<file path="src/rtl/multicycle_controller_if.sv">
// Control bus between the multicycle MIPS controller and its datapath.
//   op/funct   : instruction fields from the IR (valid from DECODE onward)
//   zero       : ALU zero flag
//   mem_ready  : memory completes the current read/write this cycle
//   pcen .. alucontrol : datapath enables and mux selects
//   state      : current controller state (debug/verification)
//   illegal_op : one-cycle pulse when an undefined opcode is decoded
// The controller takes the slave modport and the datapath takes the master modport.
interface multicycle_controller_if;
    logic [5:0] op;
    logic [5:0] funct;
    logic       zero;
    logic       mem_ready;
    logic       pcen;
    logic       iord;
    logic       memwrite;
    logic       irwrite;
    logic       regdst;
    logic       memtoreg;
    logic       regwrite;
    logic       alusrca;
    logic [1:0] alusrcb;
    logic [1:0] pcsrc;
    logic [2:0] alucontrol;
    logic [3:0] state;
    logic       illegal_op;

    modport slave (
        input  op, funct, zero, mem_ready,
        output pcen, iord, memwrite, irwrite, regdst, memtoreg, regwrite,
               alusrca, alusrcb, pcsrc, alucontrol, state, illegal_op
    );

    modport master (
        output op, funct, zero, mem_ready,
        input  pcen, iord, memwrite, irwrite, regdst, memtoreg, regwrite,
               alusrca, alusrcb, pcsrc, alucontrol, state, illegal_op
    );
endinterface

</file>
<file path="src/rtl/multicycle_controller.sv">
// Multicycle MIPS control FSM. Sequences one instruction through FETCH, DECODE and
// 1-3 execute/memory/writeback states, stalling in FETCH, MEMRD and MEMWR until
// mem_ready. Outputs are decoded from the current state; pcen additionally uses the
// zero flag, and the FETCH enables follow mem_ready.
// Ports:
//   clk   : rising-edge clock
//   rst_n : asynchronous active-low reset; forces FETCH and holds all write enables low
//   bus   : multicycle_controller_if.slave (op, funct, zero, mem_ready in; controls out)
module multicycle_controller (
    input  logic                        clk,
    input  logic                        rst_n,
    multicycle_controller_if.slave      bus
);
    typedef enum logic [3:0] {
        S_FETCH   = 4'd0,  S_DECODE  = 4'd1,  S_MEMADR  = 4'd2,  S_MEMRD   = 4'd3,
        S_MEMWB   = 4'd4,  S_MEMWR   = 4'd5,  S_RTYPEEX = 4'd6,  S_RTYPEWB = 4'd7,
        S_BEQEX   = 4'd8,  S_ADDIEX  = 4'd9,  S_ADDIWB  = 4'd10, S_JEX     = 4'd11
    } state_e;

    localparam logic [5:0] OP_LW    = 6'b100011;
    localparam logic [5:0] OP_SW    = 6'b101011;
    localparam logic [5:0] OP_RTYPE = 6'b000000;
    localparam logic [5:0] OP_BEQ   = 6'b000100;
    localparam logic [5:0] OP_ADDI  = 6'b001000;
    localparam logic [5:0] OP_J     = 6'b000010;

    localparam logic [2:0] ALU_ADD = 3'b010;
    localparam logic [2:0] ALU_SUB = 3'b110;
    localparam logic [2:0] ALU_AND = 3'b000;
    localparam logic [2:0] ALU_OR  = 3'b001;
    localparam logic [2:0] ALU_SLT = 3'b111;

    state_e state_q, state_d;

    logic       pcwrite_s, branch_s, iord_s, memwrite_s, irwrite_s, regdst_s;
    logic       memtoreg_s, regwrite_s, alusrca_s, illegal_s;
    logic [1:0] alusrcb_s, pcsrc_s;
    logic [2:0] alucontrol_s;

    // R-type ALU operation; unknown funct codes fall back to add.
    function automatic logic [2:0] funct_to_alu(input logic [5:0] funct);
        logic [2:0] alu;
        case (funct)
            6'b100000: alu = ALU_ADD;
            6'b100010: alu = ALU_SUB;
            6'b100100: alu = ALU_AND;
            6'b100101: alu = ALU_OR;
            6'b101010: alu = ALU_SLT;
            default:   alu = ALU_ADD;
        endcase
        return alu;
    endfunction

    // State register; reset abandons any instruction in flight.
    always_ff @(posedge clk or negedge rst_n) begin
        if (!rst_n) begin
            state_q <= S_FETCH;
        end else begin
            state_q <= state_d;
        end
    end

    // Next-state and state-decoded control outputs.
    always_comb begin
        state_d      = S_FETCH;
        pcwrite_s    = 1'b0;
        branch_s     = 1'b0;
        iord_s       = 1'b0;
        memwrite_s   = 1'b0;
        irwrite_s    = 1'b0;
        regdst_s     = 1'b0;
        memtoreg_s   = 1'b0;
        regwrite_s   = 1'b0;
        alusrca_s    = 1'b0;
        alusrcb_s    = 2'b00;
        pcsrc_s      = 2'b00;
        alucontrol_s = 3'b000;
        illegal_s    = 1'b0;
        case (state_q)
            S_FETCH: begin
                alusrcb_s    = 2'b01;
                alucontrol_s = ALU_ADD;
                // IR load and PC+4 happen only on the cycle the fetch completes.
                irwrite_s    = bus.mem_ready;
                pcwrite_s    = bus.mem_ready;
                if (bus.mem_ready) begin
                    state_d = S_DECODE;
                end else begin
                    state_d = S_FETCH;
                end
            end
            S_DECODE: begin
                // Branch target is precomputed into ALUOut here.
                alusrcb_s    = 2'b11;
                alucontrol_s = ALU_ADD;
                case (bus.op)
                    OP_LW, OP_SW: state_d = S_MEMADR;
                    OP_RTYPE:     state_d = S_RTYPEEX;
                    OP_BEQ:       state_d = S_BEQEX;
                    OP_ADDI:      state_d = S_ADDIEX;
                    OP_J:         state_d = S_JEX;
                    default: begin
                        state_d   = S_FETCH;
                        illegal_s = 1'b1;
                    end
                endcase
            end
            S_MEMADR: begin
                alusrca_s    = 1'b1;
                alusrcb_s    = 2'b10;
                alucontrol_s = ALU_ADD;
                if (bus.op == OP_LW) begin
                    state_d = S_MEMRD;
                end else begin
                    state_d = S_MEMWR;
                end
            end
            S_MEMRD: begin
                iord_s = 1'b1;
                if (bus.mem_ready) begin
                    state_d = S_MEMWB;
                end else begin
                    state_d = S_MEMRD;
                end
            end
            S_MEMWB: begin
                memtoreg_s = 1'b1;
                regwrite_s = 1'b1;
                state_d    = S_FETCH;
            end
            S_MEMWR: begin
                // Write strobe stays up until the memory accepts it.
                iord_s     = 1'b1;
                memwrite_s = 1'b1;
                if (bus.mem_ready) begin
                    state_d = S_FETCH;
                end else begin
                    state_d = S_MEMWR;
                end
            end
            S_RTYPEEX: begin
                alusrca_s    = 1'b1;
                alucontrol_s = funct_to_alu(bus.funct);
                state_d      = S_RTYPEWB;
            end
            S_RTYPEWB: begin
                regdst_s   = 1'b1;
                regwrite_s = 1'b1;
                state_d    = S_FETCH;
            end
            S_BEQEX: begin
                alusrca_s    = 1'b1;
                alucontrol_s = ALU_SUB;
                pcsrc_s      = 2'b01;
                branch_s     = 1'b1;
                state_d      = S_FETCH;
            end
            S_ADDIEX: begin
                alusrca_s    = 1'b1;
                alusrcb_s    = 2'b10;
                alucontrol_s = ALU_ADD;
                state_d      = S_ADDIWB;
            end
            S_ADDIWB: begin
                regwrite_s = 1'b1;
                state_d    = S_FETCH;
            end
            S_JEX: begin
                pcsrc_s   = 2'b10;
                pcwrite_s = 1'b1;
                state_d   = S_FETCH;
            end
            default: begin
                state_d = S_FETCH;
            end
        endcase
    end

    // Write enables are qualified by rst_n so they drop immediately on reset,
    // even though FETCH would otherwise follow mem_ready.
    assign bus.pcen       = rst_n & (pcwrite_s | (branch_s & bus.zero));
    assign bus.memwrite   = rst_n & memwrite_s;
    assign bus.irwrite    = rst_n & irwrite_s;
    assign bus.regwrite   = rst_n & regwrite_s;
    assign bus.illegal_op = rst_n & illegal_s;
    assign bus.iord       = iord_s;
    assign bus.regdst     = regdst_s;
    assign bus.memtoreg   = memtoreg_s;
    assign bus.alusrca    = alusrca_s;
    assign bus.alusrcb    = alusrcb_s;
    assign bus.pcsrc      = pcsrc_s;
    assign bus.alucontrol = alucontrol_s;
    assign bus.state      = state_q;
endmodule
</file>
<file path="src/flat_wrapper.sv">
// flat-port wrapper written by rule: the top's interface ports become plain ports
module multicycle_controller_flat 
  (clk, rst_n, bus_op, bus_funct, bus_zero, bus_mem_ready, bus_pcen, bus_iord, bus_memwrite, bus_irwrite, bus_regdst, bus_memtoreg, bus_regwrite, bus_alusrca, bus_alusrcb, bus_pcsrc, bus_alucontrol, bus_state, bus_illegal_op);
  multicycle_controller_if bus_i ();
  input  logic clk;
  input  logic rst_n;
  input wire logic [$bits(bus_i.op)-1:0] bus_op;
  input wire logic [$bits(bus_i.funct)-1:0] bus_funct;
  input wire logic [$bits(bus_i.zero)-1:0] bus_zero;
  input wire logic [$bits(bus_i.mem_ready)-1:0] bus_mem_ready;
  output wire logic [$bits(bus_i.pcen)-1:0] bus_pcen;
  output wire logic [$bits(bus_i.iord)-1:0] bus_iord;
  output wire logic [$bits(bus_i.memwrite)-1:0] bus_memwrite;
  output wire logic [$bits(bus_i.irwrite)-1:0] bus_irwrite;
  output wire logic [$bits(bus_i.regdst)-1:0] bus_regdst;
  output wire logic [$bits(bus_i.memtoreg)-1:0] bus_memtoreg;
  output wire logic [$bits(bus_i.regwrite)-1:0] bus_regwrite;
  output wire logic [$bits(bus_i.alusrca)-1:0] bus_alusrca;
  output wire logic [$bits(bus_i.alusrcb)-1:0] bus_alusrcb;
  output wire logic [$bits(bus_i.pcsrc)-1:0] bus_pcsrc;
  output wire logic [$bits(bus_i.alucontrol)-1:0] bus_alucontrol;
  output wire logic [$bits(bus_i.state)-1:0] bus_state;
  output wire logic [$bits(bus_i.illegal_op)-1:0] bus_illegal_op;
  assign bus_i.op = bus_op;
  assign bus_i.funct = bus_funct;
  assign bus_i.zero = bus_zero;
  assign bus_i.mem_ready = bus_mem_ready;
  assign bus_pcen = bus_i.pcen;
  assign bus_iord = bus_i.iord;
  assign bus_memwrite = bus_i.memwrite;
  assign bus_irwrite = bus_i.irwrite;
  assign bus_regdst = bus_i.regdst;
  assign bus_memtoreg = bus_i.memtoreg;
  assign bus_regwrite = bus_i.regwrite;
  assign bus_alusrca = bus_i.alusrca;
  assign bus_alusrcb = bus_i.alusrcb;
  assign bus_pcsrc = bus_i.pcsrc;
  assign bus_alucontrol = bus_i.alucontrol;
  assign bus_state = bus_i.state;
  assign bus_illegal_op = bus_i.illegal_op;
  multicycle_controller u_core (.clk(clk), .rst_n(rst_n), .bus(bus_i));
endmodule
</file>
<file path="config.mk">
export PLATFORM = sky130hd
export DESIGN_NAME = multicycle_controller_flat
export DESIGN_NICKNAME = d
export VERILOG_FILES = /design/src/rtl/multicycle_controller_if.sv /design/src/rtl/multicycle_controller.sv /design/src/flat_wrapper.sv
export SDC_FILE = /design/constraint.sdc
export NUM_CORES = 1
export LEC_CHECK = 0
export CORE_MARGIN = 4
export CORE_UTILIZATION = 41
export DETAILED_ROUTE_END_ITERATION = 10
export PLACE_DENSITY = 0.93
export SLEW_MARGIN = 15
export SYNTH_ARGS = -nofsm -noshare
export SYNTH_HDL_FRONTEND = slang
export SYNTH_SLANG_ARGS = --single-unit
</file>
<file path="constraint.sdc">
create_clock -name clk -period 3.09 [get_ports clk]
set_clock_uncertainty 0.15 [all_clocks]
set_input_delay 0.618 -clock clk [delete_from_list [all_inputs] [get_ports clk]]
set_output_delay 0.618 -clock clk [all_outputs]
set_load 0.005 [all_outputs]
</file>
==> results of run 1 <==
## synth_stat cells, types with 2 or more instances
| master | count | area (µm²) |
|---|---|---|
| a21oi_1 | 3 | 15.0 |
| nand2_1 | 6 | 22.5 |
| nand2b_1 | 3 | 18.8 |
| o211ai_1 | 2 | 15.0 |
| nor3_1 | 7 | 35.0 |
| buf_6 | 3 | 33.8 |
| nand4_1 | 3 | 18.8 |
| and3_1 | 2 | 12.5 |
| nor3b_1 | 3 | 22.5 |
| nor2b_1 | 2 | 12.5 |
| dfrtp_1 | 4 | 100 |
| inv_1 | 3 | 11.3 |
| buf_4 | 2 | 15.0 |
| o21ai_0 | 3 | 15.0 |
| nor4_1 | 2 | 12.5 |
| o22a_1 | 2 | 17.5 |
| nor2_1 | 8 | 30.0 |
| nand3_1 | 3 | 15.0 |
| xor2_1 | 3 | 26.3 |
## through the flow
stage / hold WS [ns] / area, µm²
floorplan: 0.172 / 647
global placement: 0.573 / 1000
detailed placement: 0.605 / 1000
CTS: 0.552 / 1020
global route: 0.554 / 1030
finish: 0.539 / 1030
## power by group
group | leakage [nW] | switching (W) | internal (W)
Combinational | 0.303 | 0.0000736 | 0.000113
Clock | 0.0138 | 0.0000254 | 0.0000437
Sequential | 0.0535 | 0.0000335 | 0.0000587
## layout make-up
class	instances	area (µm²)	share of cell area
well taps	16	20.0	0.0194
flip-flops and latches	4	100	0.0970
inverters	3	11.3	0.0109
clock buffers	3	22.5	0.0218
repair buffers	40	390	0.378
multi-input cells	72	488	0.473
## layer usage
layer  wire, µm  share of wire  vias up
met4         49          0.023        0
met2       1060           0.49       43
met5          0              0        -
li1           -              -      396
met3        175          0.081        6
met1        870           0.40      381
## critical path: stages
cell and delay (ns):
clkdlybuf4s50_1 0.51, and3_1 0.22, o21ai_1 0.17, and4_1 0.22
clkdlybuf4s50_1 0.50
## how the worst max path moves through the flow
stage | endpoint | cells past startpoint | start
final | bus_illegal_op | 5 | bus_op[1]
after global routing | bus_illegal_op | 5 | bus_op[1]
after CTS | bus_illegal_op | 5 | bus_op[0]
after detailed placement | bus_illegal_op | 5 | bus_op[0]
after global placement | bus_illegal_op | 5 | bus_op[0]
after floorplan | bus_illegal_op | 3 | bus_op[5]
## cell families after synthesis
family	Yosys count	share of synthesized area
simple gates	48	0.456
compound gates	20	0.234
buf+inv	9	0.101
xor+xnor	4	0.0542
flops	4	0.155
==> metrics, run 1 <==
run status=completed; Non-Filler Instances=138; first-pass GRT wire length=3430 µm; Synth Cell Area=647 µm²; CTS tree=done; Total Wirelength=2150 µm; Synth async-reset ratio=1.00; leakage=0.370 nW; Detail Route Antenna Nets=0; DRT Pass-1 Iters=4; gr busiest metal=met2; cts repair resizes=0; RSZ-0062 raised after global routing=no; vias=826; routing usage on met1=0.246; met2 GRT Util=0.364; Starting Density=0.429; Startpoint Class=input pin; I/O Buffers=35; final net count=140; H-tree depth=1; Hold Path Class=in2async; critical path fanouts, max=5; max reg flops=4; Tot Pwr=0.000348 W; clock sinks=4; placed cells=135; Crit Path Category=in2out; Synth Flop Type=dfrtp_1; required time worst endpoint=2.32 ns; fin util=0.685; Slew Limit Fails=0; gpl congestion=0.766; number of enable flip-flop cells after synthesis=0; Syn. warnings=0; setup bufs post-CTS=0; most frequent cells in the layout=clkdlybuf4s50_1 (34), nor2_1 (8), nor3_1 (7); post-layout min period=3.01 ns; Ports=36; CORE AREA=0.00151 mm²; antenna diode count=0; Crit Reg-Reg Startpoint=u_core.bus.state[0]; GRT met3 Usage=0.0338; CP Capture Type=output pin; commonest non-fill, non-tap cell in the layout=clkdlybuf4s50_1; WL per Instance=15.6 µm; initial antenna violation count=0; worst skew pair latency=0.24 ns; Die Y=47.7 µm; Final Hold Violating Endpoints=0; global route total overflow=0; row count=14; VDD IR max=0.165 mV; sequential-to-total area share from yosys stat=0.155; drt drc=0; GRT Overall Usage=0.210; Area Growth Syn to Fin=59.6%; Max Freq=333 MHz; drt via density=5.99; post-synth net total=101; post-route setup slack=0.0827 ns; Root Driver=clkbuf_4; pin count of the biggest net entering global routing=22; Mapped Cells=85; sum of negative setup slack=0 ns; Critical R2R Capture=u_core.bus.state[1]; Post-CTS Hold Fix Bufs=0; Avg Inst Size Synth=7.61 µm²; fin crit share=0.973; endpoints failing setup=0; Worst R2R Setup Slack=1.36 ns; Yosys reg bits=4; Rel. slew slack=0.544; die area=0.00228 mm²; Initial DRC Count=25; fillers=119; Worst Path Arrival=2.24 ns; Power Dens Cells=337 mW/mm²; pre-CTS setup slack=0.0349 ns; CTS clock-pin slew for the worst setup and hold paths=0.04 ns; maxcap violations=0; layout cell share with drive strength beyond 1=0.107; vias in the first global route=775; CTS buffer count=3; Worst-Margin Slew=0.684 ns; die span in x=47.7 µm; DP Wirelength=1660 µm; Worst R2R Path Depth=3; distinct cell type count after synthesis=40; CTS Buffer Depth=2
Note: power is estimated with default switching activity, not from simulation.
==> inputs of run 2 (changes only) <==
--- a/config.mk
+++ b/config.mk
@@ -7,6 +7,7 @@
 export LEC_CHECK = 0
 export CORE_MARGIN = 4
 export CORE_UTILIZATION = 41
+export CTS_CLUSTER_SIZE = 24
 export DETAILED_ROUTE_END_ITERATION = 10
 export PLACE_DENSITY = 0.93
 export SLEW_MARGIN = 15
==> results of run 2 <==
Same layout as run 1: the final DEF is identical, and so are final timing and power.
==> inputs of run 3 (changes only) <==
--- a/config.mk
+++ b/config.mk
@@ -7,7 +7,6 @@
 export LEC_CHECK = 0
 export CORE_MARGIN = 4
 export CORE_UTILIZATION = 41
-export CTS_CLUSTER_SIZE = 24
 export DETAILED_ROUTE_END_ITERATION = 10
 export PLACE_DENSITY = 0.93
 export SLEW_MARGIN = 15
==> results of run 3 <==
Same layout as run 1: the final DEF is identical, and so are final timing and power.
